==> src/rtl/ou_arb_pkg.sv <==
// Shared types and helpers for the ou_arbiter round-robin OR-unit sequencer.
// The optional lock feature is enabled by defining OU_ARB_LOCK_EN.
package ou_arb_pkg;

   typedef enum logic [1:0] {
      IDLE = 2'd0,
      EVAL = 2'd1,
      RESP = 2'd2
   } state_t;

   localparam int LOCK_MAX   = 4;
   localparam int LOCK_CNT_W = $clog2(LOCK_MAX + 1);
   localparam int MAX_REQ    = 8;

   // First set bit strictly after ptr, searching upward modulo n; returns ptr if none.
   function automatic int next_set(input logic [MAX_REQ-1:0] req, input int ptr, input int n);
      int         win;
      logic [2:0] idx;
      win = ptr;
      for (int k = MAX_REQ; k >= 1; k--) begin
         if (k <= n) begin
            idx = 3'((ptr + k) % n);
            if (req[idx]) win = int'(idx);
         end
      end
      return win;
   endfunction

endpackage

==> src/rtl/ou_arb_rr_pick.sv <==
// Combinational round-robin picker: the winner is the first requester after ptr.
module ou_arb_rr_pick
   import ou_arb_pkg::*;
#(
   parameter  int N_REQ = 4,
   localparam int IW    = (N_REQ > 1) ? $clog2(N_REQ) : 1
) (
   input  logic [N_REQ-1:0] req,
   input  logic [IW-1:0]    ptr,
   output logic [IW-1:0]    winner,
   output logic             any_req
);

   always_comb begin
      winner = IW'(next_set(MAX_REQ'(req), int'(ptr), N_REQ));
   end

   assign any_req = |req;

endmodule

==> src/rtl/ou_arbiter.sv <==
// Round-robin arbiter sharing one registered OR unit (s = a | b) among N_REQ requesters.
// Define OU_ARB_LOCK_EN to add the lock input that lets a requester keep the unit.
module ou_arbiter
   import ou_arb_pkg::*;
#(
   parameter  int N_REQ = 4,
   parameter  int W     = 1,
   localparam int IW    = (N_REQ > 1) ? $clog2(N_REQ) : 1
) (
   input  logic               clk,
   input  logic               rst_n,
   input  logic [N_REQ-1:0]   req,
   input  logic [N_REQ*W-1:0] a,
   input  logic [N_REQ*W-1:0] b,
`ifdef OU_ARB_LOCK_EN
   input  logic [N_REQ-1:0]   lock,
`endif
   output logic [N_REQ-1:0]   gnt,
   output logic [W-1:0]       s,
   output logic               s_valid,
   output logic [IW-1:0]      s_id,
   output logic               busy
);

   state_t          state, state_nxt;
   logic [IW-1:0]   ptr, cur_id, winner, cap_id;
   logic            any_req, capture, lock_hit;
   logic [W-1:0]    op_a, op_b;
`ifdef OU_ARB_LOCK_EN
   logic [LOCK_CNT_W-1:0] lock_cnt;
`endif

   ou_arb_rr_pick #(.N_REQ(N_REQ)) u_pick (
      .req     (req),
      .ptr     (ptr),
      .winner  (winner),
      .any_req (any_req)
   );

   always_comb begin
      lock_hit = 1'b0;
`ifdef OU_ARB_LOCK_EN
      lock_hit = lock[cur_id] && req[cur_id] && (lock_cnt < LOCK_CNT_W'(LOCK_MAX));
`endif
   end

   // NOTE: every always_comb output is given a default first so no latch is inferred.
   always_comb begin
      state_nxt = state;
      capture   = 1'b0;
      cap_id    = winner;
      unique case (state)
         IDLE: if (any_req) begin
            state_nxt = EVAL;
            capture   = 1'b1;
         end
         EVAL: state_nxt = RESP;
         RESP: if (lock_hit) begin
            state_nxt = EVAL;
            capture   = 1'b1;
            cap_id    = cur_id;
         end else begin
            state_nxt = IDLE;
         end
         default: state_nxt = IDLE;
      endcase
   end

   // NOTE: sequential state uses non-blocking assignments so all registers update together.
   always_ff @(posedge clk) begin
      if (!rst_n) state <= IDLE;
      else        state <= state_nxt;
   end

   always_ff @(posedge clk) begin
      if (!rst_n) begin
         gnt      <= '0;
         s        <= '0;
         s_id     <= '0;
         cur_id   <= '0;
         ptr      <= IW'(N_REQ - 1);
`ifdef OU_ARB_LOCK_EN
         lock_cnt <= '0;
`endif
      end else begin
         gnt <= '0;
         if (capture) begin
            gnt[cap_id] <= 1'b1;
            cur_id      <= cap_id;
         end
         if (state == EVAL) begin
            s    <= op_a | op_b;
            s_id <= cur_id;
         end
         if (state == RESP) begin
`ifdef OU_ARB_LOCK_EN
            if (lock_hit) begin
               lock_cnt <= lock_cnt + 1'b1;
            end else begin
               ptr      <= cur_id;
               lock_cnt <= '0;
            end
`else
            ptr <= cur_id;
`endif
         end
      end
   end

   // NOTE: operand registers carry no reset; they are always loaded before EVAL reads them.
   always_ff @(posedge clk) begin
      if (capture) begin
         op_a <= a[cap_id*W +: W];
         op_b <= b[cap_id*W +: W];
      end
   end

   assign s_valid = (state == RESP);
   assign busy    = (state != IDLE);

endmodule

==> config.mk <==
export PLATFORM = sky130hd
export DESIGN_NAME = ou_arbiter
export DESIGN_NICKNAME = d
export VERILOG_FILES = /design/src/rtl/ou_arb_pkg.sv /design/src/rtl/ou_arb_rr_pick.sv /design/src/rtl/ou_arbiter.sv
export SDC_FILE = /design/constraint.sdc
export NUM_CORES = 1
export LEC_CHECK = 0
export BUFFER_PORTS_ARGS = -buffer_cell sky130_fd_sc_hd__buf_2
export CAP_MARGIN = 20
export CORE_ASPECT_RATIO = 1.5
export CORE_MARGIN = 4
export CORE_UTILIZATION = 30
export DETAILED_ROUTE_END_ITERATION = 12
export GPL_ROUTABILITY_DRIVEN = 0
export GPL_TIMING_DRIVEN = 0
export PLACE_DENSITY = 0.54
export SETUP_SLACK_MARGIN = 0.02
export SYNTH_ARGS = -nofsm -noshare
export SYNTH_HDL_FRONTEND = slang
export SYNTH_SLANG_ARGS = --single-unit
==> constraint.sdc <==
create_clock -name clk -period 2.2 [get_ports clk]
set_clock_uncertainty 0.15 [all_clocks]
set_input_delay 0.44 -clock clk [delete_from_list [all_inputs] [get_ports clk]]
set_output_delay 0.44 -clock clk [all_outputs]
set_load 0.01 [all_outputs]
==> results of run 1 <==
## power groups by stage
| stage | Clock [mW] | Sequential [mW] | Combinational, mW |
|---|---|---|---|
| CTS | 0.158 | 0.318 | 0.113 |
| global placement | 0 | 0.323 | 0.111 |
| finish | 0.149 | 0.317 | 0.111 |
| detailed placement | 0 | 0.324 | 0.113 |
| floorplan | 0 | 0.325 | 0.0708 |
| global route | 0.168 | 0.321 | 0.124 |
## state kept, by name (all words and copies together), names as in the netlist
register  cells
cur_id        2
s_id          2
op_a          1
state         2
s             1
op_b          1
gnt           4
ptr           2
## critical path: stages (launching register included)
cell and delay [ns]:
dfxtp_1 0.44, nor2b_2 0.08, a21o_1 0.18, a221oi_4 0.38, mux4_1 0.60
## placed cells by master (no fill, tap or decap), types with 2 or more instances in the layout
cell	n
buf_2	22
dfxtp_1	13
nor2_1	10
inv_1	4
o21ai_0	4
nor2b_1	3
a21oi_1	3
nor3_1	3
clkbuf_4	3
a21o_1	2
nand2b_1	2
mux4_1	2
a211oi_1	2
mux2i_1	2
edfxtp_1	2
## routing by layer
metal  global-route usage [%]  up-vias
met5                        0        -
met4                     6.41        0
met3                     1.67        2
met2                     16.7       13
met1                     9.57      242
li1                         -      280
## cell type report
class	count	area (sq um)	share of cell area, %
Clock buffer	4	26.3	3.24
Inverter	4	15.0	1.85
Multi-Input combinational cell	43	312	38.4
Sequential cell	15	320	39.5
Tap cell	22	27.5	3.40
Timing Repair Buffer	22	110	13.6
## cell usage after synthesis, drive strengths merged
| master | count | share of area [%] |
|---|---|---|
| dfxtp | 13 | 40 |
| nor2 | 10 | 5.8 |
| inv | 4 | 2.3 |
| nor2b | 4 | 4.3 |
| o21ai | 4 | 3.1 |
| a21oi | 3 | 2.3 |
| nor3 | 3 | 2.3 |
| a211oi | 2 | 2.3 |
| a21o | 2 | 2.3 |
| edfxtp | 2 | 9.3 |
| mux2i | 2 | 3.1 |
| mux4 | 2 | 8.1 |
| nand2b | 2 | 1.9 |
| a211o | 1 | 1.4 |
| a221oi | 1 | 4.1 |
| and2 | 1 | 0.97 |
| and4 | 1 | 1.4 |
| nand2 | 1 | 0.58 |
| nor3b | 1 | 1.2 |
| nor4 | 1 | 0.97 |
| o211ai | 1 | 1.2 |
| or2 | 1 | 0.97 |
## per-stage QoR
step | hold slack, ns | TNS, ns | cell area (sq um) | instances | setup WS, ns
after global routing | 0.228 | 0 | 811 | 110 | 0.0255
after CTS | 0.226 | 0 | 811 | 110 | 0.112
final | 0.240 | 0 | 811 | 110 | 0.119
after floorplan | 0.302 | 0 | 647 | 62 | 0.127
after global placement | 0.318 | -0.173 | 785 | 106 | -0.0872
after detailed placement | 0.329 | -0.207 | 785 | 106 | -0.105
## final timing paths
check / start / end / slack [ns] / depth (start not counted)
max: ptr[0] / op_b / 0.12 / 4
min: rst_n / ptr[0] / 0.24 / 2
max reg2reg: ptr[0] / op_b / 0.12 / 4
min reg2reg: cur_id[1] / ptr[1] / 0.34 / 1
## logic make-up (layout without fill, tap and decap cells)
kind of cell	count (synthesis)	count (layout)	share of synthesized area, %
buffers and inverters	4	30	2.32
multiplexers	4	4	11.2
AND/OR/NAND/NOR	25	25	20.3
flip-flops	15	15	49.5
AO/OA/AOI/OAI	14	14	16.6
==> metrics.txt, run 1 <==
status=finished clean; floorplan row count=20; share of layout cells above drive strength 1=31.8%; Power Density=712 nW/um^2; clk_lat worst skew=0.27 ns; largest fanout on the critical path=7; vias in the first global route=527; Flop pwr share=55.0%; IO Pins=23; CTS tree=yes; syn nets=76; Syn Inst Count=62; Synth Register Bits=15; WL met1=539 microns; Die Y=64.9 microns; Initial Util=31.5%; Max Cap Viol=0; uppermost layer routed=met4; Final Power=0.577 mW; routed length per instance=12.2 microns; register area share after synthesis=49.5%; max_slew headroom=69.6%; WS Path Type=flip-flop to flip-flop; Vias=537; f_max=480 MHz; die footprint=2980 sq um; Sw Pwr=0.149 mW; final net count=103; Hold Fails Final Rpt=0; Req. time, crit path=2.06 ns; DRC=0; routed wl met3=58 microns; CTS root buf=clkbuf_4; Syn Std Cell Area=647 sq um; Core ar.=2050 sq um; clk buf depth=2; post-synth cell types=23; Die X=45.9 microns; Setup violations, final=0; Clk pin slew, worst setup/hold paths=0.08 ns; final cycle utilization of the critical path=94.6%; Setup Buffers After CTS=0; combinational power share=19.3%; DRT iter0 DRCs=4; wire length of the first global-routing pass=2.10 mm; met2 routed WL=718 microns; First-pass DRT Iterations=4; largest net degree at the start of global routing=9; startpoint type of the worst setup path=flip-flop; I/O Buffers=22; fill cell count=221; Worst Path Arrival=1.94 ns; Synth Area per Inst=10.4 sq um; Total GRT Usage=9.56%; hold_buf cts=0; Switching Fraction=25.8%; n_diodes=0; Tmin final=2.08 ns; clock network fraction of total power=25.7%; vias per inst=4.88; Post-Route Utilization=39.5%; crit end category=flip-flop; final WL=1.34 mm; unrepaired setup endpoints after global routing=no; max-slew violation count=0; H-tree Lvls=1; ANT nets after route=0; global route overflow=0; HP Class=input pin to flip-flop; Leak=0.380 nW; Area growth syn-to-layout=25.3%; Worst VDD drop=0.000236 V; worst-margin pin slew=0.454 ns; CTS Sinks=15; DP Wirelength=1.10 mm; initial antenna violation count=0; cts bufs inserted=3; yosys warns=0; post-cts sizing count=0; internal cell power=0.428 mW
Power figures use the tool's default switching activity.
==> run 2, diff against run 1 <==
RECOVER_POWER = 25   (was not set)
==> metrics.txt, run 2 (synthesis gave the netlist of run 1 again) <==
Total GRT Usage=9.56% (unchanged); cts bufs inserted=3 (unchanged); initial antenna violation count=0 (unchanged); Hold Startpoint=rst_n (unchanged); Tmin final=2.08 ns (about the same); worst setup margin=0.119 ns (about the same); delay-heaviest family, CP=multiplexers (unchanged); floorplan row count=20 (unchanged); post-cts sizing count=0 (unchanged); max reg flops=4 (unchanged); f_max=480 MHz (about the same); final WL=1.34 mm (unchanged); max incr delay on CP=0.60 ns (about the same); largest net degree at the start of global routing=9 (unchanged); hold_buf cts=0 (unchanged); Setup violations, final=0 (unchanged); CTS tree=yes (unchanged); Cell Chain, Critical Path=nor2b_2, a21o_1, a221oi_4, mux4_1 (unchanged); n_diodes=0 (unchanged); final net count=103 (unchanged); share of layout cells above drive strength 1=28.4% (was 31.8%); worst path bufs/invs=0 (unchanged); DRT iter0 DRCs=4 (unchanged); unrepaired setup endpoints after global routing=no (unchanged); Placed Cells=106 (unchanged); Worst Path Arrival=1.94 ns (about the same); IO Pins=23 (unchanged); ANT nets after route=0 (unchanged); uppermost layer routed=met4 (unchanged); routed length per instance=12.2 microns (unchanged); Initial Util=31.5% (unchanged); Slowest cell on crit path=mux4_1 (unchanged); clk buf depth=2 (unchanged); fill cell count=221 (unchanged); Clk pin slew, worst setup/hold paths=0.08 ns (about the same); DP Wirelength=1.10 mm (unchanged); r2r startpoint=ptr[0] (unchanged); most frequent cells in the layout=buf_2 (19), dfxtp_1 (13), nor2_1 (10) (was buf_2 (22), dfxtp_1 (13), nor2_1 (10)); met2 routed WL=718 microns (unchanged); register area=320 sq um (unchanged); vias per inst=4.88 (unchanged); most common cell after layout, fill and taps aside=buf_2 (unchanged); HP Class=input pin to flip-flop (unchanged); CTS Sinks=15 (unchanged); wire length of the first global-routing pass=2.10 mm (unchanged); Die Y=64.9 microns (unchanged); Leak=0.367 nW (was 0.380 nW); routed wl met3=67 microns (was 58 microns); First-pass DRT Iterations=4 (unchanged); footprint of the multi-input gates=312 sq um (unchanged); Hold Fails Final Rpt=0 (unchanged); die footprint=2980 sq um (unchanged); Setup crit start=ptr[0] (unchanged); Finished Layout Cells=110 (unchanged); Vias=537 (unchanged); global route overflow=0 (unchanged); Max Cap Viol=0 (unchanged); largest fanout on the critical path=7 (unchanged); Final Power=0.576 mW (was 0.577 mW); WL met1=530 microns (was 539 microns); Setup Buffers After CTS=0 (unchanged); I/O Buffers=22 (unchanged); Area growth syn-to-layout=24.8% (was 25.3%); DRC=0 (unchanged); H-tree Lvls=1 (unchanged); largest register by flop count=gnt (unchanged); worst-margin pin slew=0.454 ns (unchanged); vias in the first global route=527 (unchanged); Worst VDD drop=0.000235 V (was 0.000236 V); Core ar.=2050 sq um (unchanged); clk_lat worst skew=0.27 ns (about the same); final cycle utilization of the critical path=94.6% (about the same); Power Density=714 nW/um^2 (was 712 nW/um^2); startpoint type of the worst setup path=flip-flop (unchanged); crit end category=flip-flop (unchanged); worst slack at placement=-0.105 ns (unchanged); status=finished clean (unchanged); Req. time, crit path=2.06 ns (about the same); max_slew headroom=69.6% (unchanged); max-slew violation count=0 (unchanged); CTS root buf=clkbuf_4 (unchanged); WS Path Type=flip-flop to flip-flop (unchanged); Die X=45.9 microns (unchanged)
-- run 2: stage by stage --
stage | TNS [ns] | util (%) | hold slack [ns] | cell area (sq um)
3_5_place_dp | -0.207 | 38.2 | 0.329 | 785
4_1_cts | 0 | 39.5 | 0.226 | 811
5_1_grt | 0 | 39.3 | 0.228 | 807
2_1_floorplan | 0 | - | 0.302 | 647
6_report | 0 | 39.3 | 0.240 | 807
3_3_place_gp | -0.173 | 38.2 | 0.318 | 785
-- run 2: layout make-up --
class	instances	share of cell area [%]
timing repair buffer	22	13.2
multi-input combinational	43	38.6
inverter	4	1.86
clock buffer	4	3.26
tap	22	3.41
sequential	15	39.7
-- run 2: worst paths after layout --
| path | endpoint | cells past startpoint | slack, ns |
|---|---|---|---|
| min | ptr[0] | 2 | 0.24 |
| max reg2reg | op_b | 4 | 0.12 |
| max | op_b | 4 | 0.12 |
| min reg2reg | ptr[1] | 1 | 0.34 |
-- run 2: metal layers --
| layer | global-route usage (%) | vias to the layer above |
|---|---|---|
| li1 | - | 280 |
| met2 | 16.7 | 13 |
| met4 | 6.41 | 0 |
| met3 | 1.67 | 2 |
| met5 | 0 | - |
| met1 | 9.57 | 242 |
-- run 2: power by group --
part	switching, mW	internal, mW	leakage (nW)
Sequential	0.0131	0.304	0.126
Clock	0.0784	0.0702	0.0150
Combinational	0.0577	0.0525	0.226
Total	0.149	0.427	0.367
